`src/rtl/mem_arb.sv`:
```
// mem_arb: shares one single-port memory among NUM_CORES requesting cores.
// One request transfers per cycle (valid/ready). Writes complete at transfer;
// reads return RD_LAT cycles later on a shared data bus, tagged per core by
// a one-hot rsp_valid. Arbitration is round-robin by default.
// Build option: define MEM_ARB_FIXED_PRIO_EN for fixed priority (lowest index
// wins, no rotating pointer).
module mem_arb #(
  parameter int NUM_CORES = 2,
  parameter int ADDR_W    = 15,
  parameter int DATA_W    = 16,
  parameter int RD_LAT    = 1
) (
  input  logic                        clk,
  input  logic                        reset,
  input  logic [NUM_CORES-1:0]        req_valid,
  input  logic [NUM_CORES-1:0]        req_we,
  input  logic [NUM_CORES*ADDR_W-1:0] req_addr,
  input  logic [NUM_CORES*DATA_W-1:0] req_wdata,
  output logic [NUM_CORES-1:0]        req_ready,
  output logic                        mem_wen,
  output logic [ADDR_W-1:0]           mem_addr,
  output logic [DATA_W-1:0]           mem_wdata,
  input  logic [DATA_W-1:0]           mem_rdata,
  output logic [NUM_CORES-1:0]        rsp_valid,
  output logic [DATA_W-1:0]           rsp_data
);

  localparam int IDX_W = (NUM_CORES > 1) ? $clog2(NUM_CORES) : 1;

  logic             gnt_any;
  logic [IDX_W-1:0] gnt_idx;
  logic             rd_fire;

  // Read pipeline: valid bits are control (reset), owner ids ride alongside.
  logic [RD_LAT-1:0] vld_p;
  logic [IDX_W-1:0]  own_p [RD_LAT];

`ifndef MEM_ARB_FIXED_PRIO_EN
  logic [IDX_W-1:0] ptr;

  // Pick the first valid core searching upward from ptr, wrapping at the top.
  always_comb begin
    gnt_any = 1'b0;
    gnt_idx = '0;
    for (int k = 0; k < NUM_CORES; k++) begin
      if (!gnt_any && req_valid[(int'(ptr) + k) % NUM_CORES]) begin
        gnt_any = 1'b1;
        gnt_idx = IDX_W'((int'(ptr) + k) % NUM_CORES);
      end
    end
    if (reset) begin
      gnt_any = 1'b0;
      gnt_idx = '0;
    end
  end

  // Advance the pointer just past the winner; hold it when nobody is granted.
  always_ff @(posedge clk or posedge reset) begin
    if (reset) begin
      ptr <= '0;
    end else if (gnt_any) begin
      if (gnt_idx == IDX_W'(NUM_CORES - 1)) ptr <= '0;
      else                                  ptr <= gnt_idx + 1'b1;
    end
  end
`else
  // Lowest-index valid core always wins.
  always_comb begin
    gnt_any = 1'b0;
    gnt_idx = '0;
    for (int k = NUM_CORES - 1; k >= 0; k--) begin
      if (req_valid[k]) begin
        gnt_any = 1'b1;
        gnt_idx = IDX_W'(k);
      end
    end
    if (reset) begin
      gnt_any = 1'b0;
      gnt_idx = '0;
    end
  end
`endif

  // Steer the granted core's request straight onto the memory port.
  always_comb begin
    req_ready = '0;
    mem_wen   = 1'b0;
    mem_addr  = '0;
    mem_wdata = '0;
    rd_fire   = 1'b0;
    if (gnt_any) begin
      req_ready = NUM_CORES'(1) << gnt_idx;
      mem_wen   = req_we[gnt_idx];
      mem_addr  = req_addr[gnt_idx*ADDR_W +: ADDR_W];
      mem_wdata = req_wdata[gnt_idx*DATA_W +: DATA_W];
      rd_fire   = ~req_we[gnt_idx];
    end
  end

  // Shift read-valid flags; reset drops any read still in flight.
  always_ff @(posedge clk or posedge reset) begin
    if (reset) begin
      vld_p <= '0;
    end else begin
      vld_p[0] <= rd_fire;
      for (int i = 1; i < RD_LAT; i++) vld_p[i] <= vld_p[i-1];
    end
  end

  // Shift owner ids alongside the valid flags.
  always_ff @(posedge clk) begin
    own_p[0] <= gnt_idx;
    for (int i = 1; i < RD_LAT; i++) own_p[i] <= own_p[i-1];
  end

  // Return the memory data to the core that issued the read.
  always_comb begin
    rsp_valid = '0;
    rsp_data  = '0;
    if (vld_p[RD_LAT-1]) begin
      rsp_valid = NUM_CORES'(1) << own_p[RD_LAT-1];
      rsp_data  = mem_rdata;
    end
  end

endmodule
```
`config.mk`:
```
export PLATFORM = sky130hd
export DESIGN_NAME = mem_arb
export DESIGN_NICKNAME = d
export VERILOG_FILES = /design/src/rtl/mem_arb.sv
export SDC_FILE = /design/constraint.sdc
export NUM_CORES = 1
export LEC_CHECK = 0
export ABC_AREA = 0
export CORE_AREA = 2 2 53 55
export CTS_BUF_LIST = sky130_fd_sc_hd__clkbuf_4 sky130_fd_sc_hd__clkbuf_8 sky130_fd_sc_hd__clkbuf_16
export DETAILED_ROUTE_END_ITERATION = 16
export DIE_AREA = 0 0 55 57
export DONT_BUFFER_PORTS = 1
export PLACE_DENSITY = 0.65
export SYNTH_ARGS = -nofsm -noshare
export SYNTH_HDL_FRONTEND = slang
export SYNTH_SLANG_ARGS = --single-unit
```
`constraint.sdc`:
```
create_clock -name clk -period 2.99 [get_ports clk]
set_clock_uncertainty 0.15 [all_clocks]
set_input_delay 0.7475 -clock clk [delete_from_list [all_inputs] [get_ports clk]]
set_output_delay 0.7475 -clock clk [all_outputs]
set_load 0.1 [all_outputs]
```
==> results of run 1 <==
[through the flow]
stage | setup WS, ns | hold WS [ns] | instances | instance area, µm²
2_1_floorplan | -0.368 | 0.348 | 148 | 1330
3_3_place_gp | 0.465 | 0.356 | 215 | 2470
3_5_place_dp | 0.421 | 0.370 | 215 | 2470
4_1_cts | 0.402 | 0.0842 | 219 | 2500
5_1_grt | 0.379 | 0.0569 | 219 | 2500
6_report | 0.387 | 0.0923 | 219 | 2500
[kinds of logic after synthesis]
kind of cell           count (synthesis)  synth area share
flip-flops                             3            0.0549
AO/OA/AOI/OAI                         35             0.405
AND/OR/NAND/NOR                       89             0.430
buffers and inverters                 21             0.110
[flip-flops by register name, indices dropped and copies added (netlist names)]
signal	count
own_p	1
ptr	1
vld_p	1
[final timing paths]
check                           depth (start not counted)             from  slack, ns         endpoint
max in group asynchronous                               1            reset       2.45  vld_p$_DFF_PP0_
worst max register to register                          3  ptr$_DFFE_PP0P_       1.56  vld_p$_DFF_PP0_
worst min register to register                          1  ptr$_DFFE_PP0P_       0.49  ptr$_DFFE_PP0P_
min in group clk                                        1  ptr$_DFFE_PP0P_       0.49  ptr$_DFFE_PP0P_
worst max-delay path                                    4     req_valid[0]       0.39     mem_wdata[0]
worst min-delay path                                    1            reset       0.09  ptr$_DFFE_PP0P_
[cells in the final DEF (no fill, tap or decap), drive strengths merged]
| cell | n |
|---|---|
| o32ai | 33 |
| nand2b | 65 |
| nor2b | 2 |
| a22o | 1 |
| inv | 2 |
| dfrtp | 2 |
| or2 | 2 |
| and2 | 17 |
| buf | 55 |
| clkbuf | 4 |
| dfxtp | 1 |
| a21bo | 1 |
| nor2 | 3 |
[routing by layer]
layer / global-route usage / wire length (µm)
met5: 0 / 0
met4: 0.432 / 584
met3: 0.330 / 841
met2: 0.779 / 3750
met1: 0.414 / 1990
[worst max-delay path: stages]
cell     delay [ns]
nor2b_4        0.11
buf_12         0.23
o32ai_4        0.37
buf_12         0.23
[power by group through the flow]
stage | Clock, mW | Combinational, mW | Sequential [mW]
after floorplan | 0 | 0.556 | 0.0489
after global placement | 0 | 0.816 | 0.0528
after detailed placement | 0 | 0.837 | 0.0548
after CTS | 0.0957 | 0.850 | 0.0542
after global routing | 0.114 | 0.869 | 0.0552
final | 0.0949 | 0.852 | 0.0549
[area by class of cell]
type	count	share of cell area
multi-input combinational	124	0.595
timing repair buffer	55	0.346
sequential	3	0.0281
tap	31	0.0155
clock buffer	4	0.0120
inverter	2	0.00301
==> out/metrics.yaml, run 1 <==
clock_network:
  cts_tree: "built"
  cts-root-to-sink-buffers: 2
  clkSlewWorstSetupHoldPaths_ns: 0.06
  htreeDepth: 1
  post_cts_buffers: 0
  cts.root.buffer_cell: "clkbuf_4"
  worst_skew_pair_later_pin_latency_ns: 0.26
  numCtsBuffers: 3
  holdBufCountCts: 0
  numClockSinks: 3
  cts_resized: 0
timing:
  timing_hold_violations_final: 0
  worst_slew_pin_slew_ns: 0.474
  tns_ns: 0
  fmaxAchievable_mhz: 384
  setup_viol: 0
  slew_headroom: 0.684
  layout_min_cycle_time_ns: 2.60
  rsz0062_at_grt: "false"
  maxSlewViolCount: 0
  final.period_utilization: 0.871
synthesis:
  yosys_top_cell_area_share: 0.357
  largest_area_contributor_in_the_synthesized_netlist: "o32ai_2"
  netlist_area_um2: 1280
  mappedNetlistNets: 232
  synth.top_cells.by_count: "nand2b_1, o32ai_2, and2_1, buf_2, buf_6"
  yosys_warnings: 0
  fraction_of_registers_with_async_set_reset: 0.667
  cells_after_synthesis: 148
  netlist_top_cells_area: "o32ai_2, nand2b_1, and2_1"
  yosys_register_bits: 3
  postSynthAreaPerCell_um2: 8.63
  yosysMostFrequentCell: "nand2b_1"
  ys_types: 16
  synth_sequential_area_ratio: 0.0548
  synth_flop_cell: "dfrtp_1"
  synth_enable_flop_cells: 0
grt:
  groute.usage.overall: 0.499
  pin_count_of_the_biggest_net_entering_global_routing: 70
  grt_antenna_before_repair: 0
  gr-total-overflow: 0
  grt_first_pass_wirelength_um: 10600
  via_count_of_the_first_global_routing_pass: 1697
die:
  die_w_um: 55
  ioPinCount: 136
  fp.coreArea_um2: 2620
  initial_utilization: 0.489
  std_cell_rows: 19
  die_y_um: 57
  die-area_um2: 3140
final_layout:
  drive_above_1_share: 0.521
  area.sequential_um2: 70.1
  fillerInstances: 56
  multi_input_comb_area_um2: 1490
  finalCoreUtilization: 0.955
  area_growth_pct: 95.4
  finalNetCount: 273
  insertedDiodeCount: 0
critical_path:
  worst_ep_arrival_time_ns: 1.71
  maximum_fanout_count_along_the_critical_path: 36
  timing.critical_path.to_type: "output port"
  cp_data_required_time_ns: 2.09
  criticalPathCategory: "primary input to output port"
  timing.critical_path.from_type: "primary input"
pwr:
  power_mw: 1.00
  proportion_of_power_drawn_by_flip_flops_and_latches: 0.055
  ir_worst_vdd_mv: 0.465
  p_switching_mw: 0.621
  share_clk_of_total_power: 0.095
  internal_power_mw: 0.381
  static-leakage-power_nw: 0.827
  share_comb_of_total_power: 0.850
  power.density_cell_area_nw_per_um2: 401
  switching_share_of_power: 0.620
place:
  place.gp.congestion: 0.647
  buffer_ports.inserted: 0
  place.detailed.hpwl_um: 4250
drt:
  route.antenna.remaining_nets: 0
  route.detailed.drc: 0
  route.final.wire_length_um: 7160
  pre_antenna_drt_iters: 4
  via_to_cell_ratio: 6.83
  dr.first_iter.drc_count: 75
  detailroute.via_count: 1495
  detail_route.wl_per_cell_um: 32.7
worst_hold_path:
  hold_path.class: "primary input to asynchronous set/reset pin"
job:
  maxCapViolations: 0
status:
  run_status: "finished clean"
Note: power is estimated with default switching activity, not from simulation.
==> inputs of run 2 (changes only) <==
CTS_CLUSTER_SIZE = 12   (was unset)
==> results of run 2 <==
No change in the layout: final DEF, timing and power equal those of run 1.
==> inputs of run 3 (changes only) <==
SETUP_SLACK_MARGIN = 0.15   (was unset)
==> run 3 against run 2 <==
Net effect:
- the run now fails in clock tree synthesis (4_1_cts)
- synthesized cell count unchanged
- area after synthesis unchanged
==> out/metrics.yaml, run 3 <==
status:
  run_status: "did not finish"
  failing_step: "clock tree synthesis (4_1_cts)"
  error_line: "[ERROR DPL-0033] detailed placement checks failed during check placement."
place:
  place.detailed.hpwl_um: 4160  # -2.1%
  placedInstanceArea_um2: 2500  # +1.2%
  place.gp.congestion: 0.653  # +0.87%
  buffer_ports.inserted: 0  # unchanged
clock_network:
  post_cts_buffers: 0  # unchanged
  holdBufCountCts: 0  # unchanged
  numClockSinks: 3  # unchanged
  cts-root-to-sink-buffers: 2  # unchanged
  cts.root.buffer_cell: "clkbuf_4"
  numCtsBuffers: 3  # unchanged
  htreeDepth: 1  # unchanged
  cts_resized: 0  # unchanged
synthesis:
  synth_sequential_area_ratio: 0.0548  # unchanged
  yosysMostFrequentCell: "nand2b_1"
  yosys_register_bits: 3  # unchanged
  yosys_top_cell_area_share: 0.357  # unchanged
  synth_flop_cell: "dfrtp_1"
  ys_types: 16  # unchanged
  fraction_of_registers_with_async_set_reset: 0.667  # unchanged
  mappedNetlistNets: 232  # unchanged
  synth_enable_flop_cells: 0  # unchanged
  synth.top_cells.by_count: "nand2b_1, o32ai_2, and2_1, buf_2, buf_6"
  yosys_warnings: 0  # unchanged
  netlist_top_cells_area: "o32ai_2, nand2b_1, and2_1"
  postSynthAreaPerCell_um2: 8.63  # unchanged
  largest_area_contributor_in_the_synthesized_netlist: "o32ai_2"
  netlist_area_um2: 1280  # unchanged
  cells_after_synthesis: 148  # unchanged
die:
  die_y_um: 57  # unchanged
  die_w_um: 55  # unchanged
  initial_utilization: 0.489  # unchanged
  ioPinCount: 136  # unchanged
  std_cell_rows: 19  # unchanged
==> run 3: cell counts after synthesis <==
Identical to the previous run, type by type.
==> run 3: kinds of logic after synthesis <==
family | count (synthesis) | share of synthesized area
simple gates | 89 | 0.430
compound gates | 35 | 0.405
flops | 3 | 0.0549
buf+inv | 21 | 0.110
==> run 3: stage by stage <==
stage	cells	setup WS, ns
3_3_place_gp	216	0.402
3_5_place_dp	216	0.359
2_1_floorplan	148	-0.224
==> inputs of run 4 (changes only) <==
CORE_AREA = 2 2 63 65   (was 2 2 53 55)
CTS_BUF_LIST = unset   (was sky130_fd_sc_hd__clkbuf_4 sky130_fd_sc_hd__clkbuf_8 sky130_fd_sc_hd__clkbuf_16)
CTS_CLUSTER_SIZE = unset   (was 12)
DIE_AREA = 0 0 65 67   (was 0 0 55 57)
PLACE_DENSITY = unset   (was 0.65)
PLACE_DENSITY_LB_ADDON = 0.15   (was unset)
SETUP_SLACK_MARGIN = unset   (was 0.15)
==> run 4 against run 3 <==
Net effect:
- the run now ends clean
==> out/metrics.yaml, run 4 (synthesized netlist as in run 1, its figures left out) <==
clock_network:
  numClockSinks: 3  # unchanged
  holdBufCountCts: 0  # unchanged
  worst_skew_pair_later_pin_latency_ns: 0.21
  cts.root.buffer_cell: "clkbuf_8"
  post_cts_buffers: 0  # unchanged
  cts-root-to-sink-buffers: 2  # unchanged
  cts_tree: "built"
  clkSlewWorstSetupHoldPaths_ns: 0.03
  htreeDepth: 1  # unchanged
  numCtsBuffers: 3  # unchanged
  cts_resized: 0  # unchanged
die:
  die_y_um: 67  # +18%
  fp.coreArea_um2: 3610
  die_w_um: 65  # +18%
  initial_utilization: 0.354  # -0.134
  ioPinCount: 136  # unchanged
  std_cell_rows: 22  # +3
  die-area_um2: 4360
drt:
  route.antenna.remaining_nets: 0
  route.detailed.drc: 0
  via_to_cell_ratio: 5.42
  route.final.wire_length_um: 4130
  pre_antenna_drt_iters: 3
  dr.first_iter.drc_count: 39
  detail_route.wl_per_cell_um: 17.4
  detailroute.via_count: 1284
critical_path:
  reg2reg_from: "ptr$_DFFE_PP0P_"
  timing.critical_path.to_type: "output port"
  timing.critical_path.from_type: "primary input"
  cpPeakStageDelay_ns: 0.34
  criticalPathCategory: "primary input to output port"
  crit_chain: "nor2b_4, buf_12, o32ai_4, buf_12"
  cp_data_required_time_ns: 2.09
  cp_slowest_cell: "o32ai_4"
  worst_ep_arrival_time_ns: 1.67
  cp_common_cell: "buf_12"
  timing.critical_path.from: "req_valid[0]"
  maximum_fanout_count_along_the_critical_path: 33
grt:
  gr-total-overflow: 0
  groute.layer.met1.usage: 0.200
  grt_antenna_before_repair: 0
  pin_count_of_the_biggest_net_entering_global_routing: 70
  use_met2: 0.372
  grt_use_met3: 0.0321
  via_count_of_the_first_global_routing_pass: 1369
  busiest_layer: "met2"
  grt_first_pass_wirelength_um: 6410
  groute.usage.overall: 0.190
status:
  run_status: "finished clean"
timing:
  rsz0062_at_grt: "false"
  fmaxAchievable_mhz: 390
  final.period_utilization: 0.859
  slew_headroom: 0.697
  setup_viol: 0
  worst_slew_pin_slew_ns: 0.454
  timing_hold_violations_final: 0
  layout_min_cycle_time_ns: 2.57
  tns_ns: 0
  maxSlewViolCount: 0
final_layout:
  layout.cells.most_common_list: "nand2b_1, buf_12, o32ai_4"
  insertedDiodeCount: 0
  area.sequential_um2: 70.1
  multi_input_comb_area_um2: 1490
  drive_above_1_share: 0.519
  finalNetCount: 274
  area_growth_pct: 97.8
  layout_commonest_cell: "nand2b_1"
  fillerInstances: 263
  largestRegisters: "own_p (1), ptr (1), vld_p (1)"
pwr:
  ir_worst_vdd_mv: 0.213
  static-leakage-power_nw: 0.832
  power.density_cell_area_nw_per_um2: 393
  power_mw: 0.994
worst_hold_path:
  hold_path.class: "primary input to asynchronous set/reset pin"
place:
  place.gp.congestion: 0.752  # +15%
  place.detailed.hpwl_um: 3340  # -20%
  buffer_ports.inserted: 0  # unchanged
job:
  maxCapViolations: 0
==> run 4: worst paths after layout <==
check,end,slack [ns],cells past startpoint
max in group asynchronous,vld_p$_DFF_PP0_,2.42,1
max,mem_wdata[10],0.42,4
min,ptr$_DFFE_PP0P_,0.14,1
min reg2reg,own_p[0]$_DFF_P_,0.48,2
max reg2reg,vld_p$_DFF_PP0_,1.56,3
min in group clk,own_p[0]$_DFF_P_,0.48,2
==> run 4: per-layer routing <==
metal	share of wire	vias up
li1	-	609
met1	0.33	598
met2	0.59	71
met3	0.067	6
met4	0.018	0
met5	0	-
==> run 4: cell type report <==
class / count / area share
clock buffer: 4 / 0.0178
inverter: 2 / 0.00297
multi-input combinational: 124 / 0.588
sequential: 3 / 0.0277
tap: 48 / 0.0238
timing repair buffer: 56 / 0.340
==> run 4: report_power, final <==
group	internal (mW)	switching [mW]	leakage [nW]	total [mW]
logic	0.275	0.548	0.775	0.823
clock network	0.0909	0.0265	0.0228	0.117
registers	0.0453	0.00791	0.0336	0.0533
==> run 4: worst max-delay path: cells and delay by family <==
kind | cells | cell delay (ns)
simple gates | 1 | 0.12
buf+inv | 2 | 0.43
compound gates | 1 | 0.34
==> run 4: per-stage QoR <==
step,cells,util,area (µm²),hold WS (ns),setup slack [ns]
2_1_floorplan,148,-,1330,0.348,-0.368
3_3_place_gp,233,0.688,2480,0.364,0.450
3_5_place_dp,233,0.688,2480,0.363,0.420
4_1_cts,237,0.701,2530,0.136,0.420
5_1_grt,237,0.701,2530,0.147,0.383
6_report,237,0.701,2530,0.140,0.423
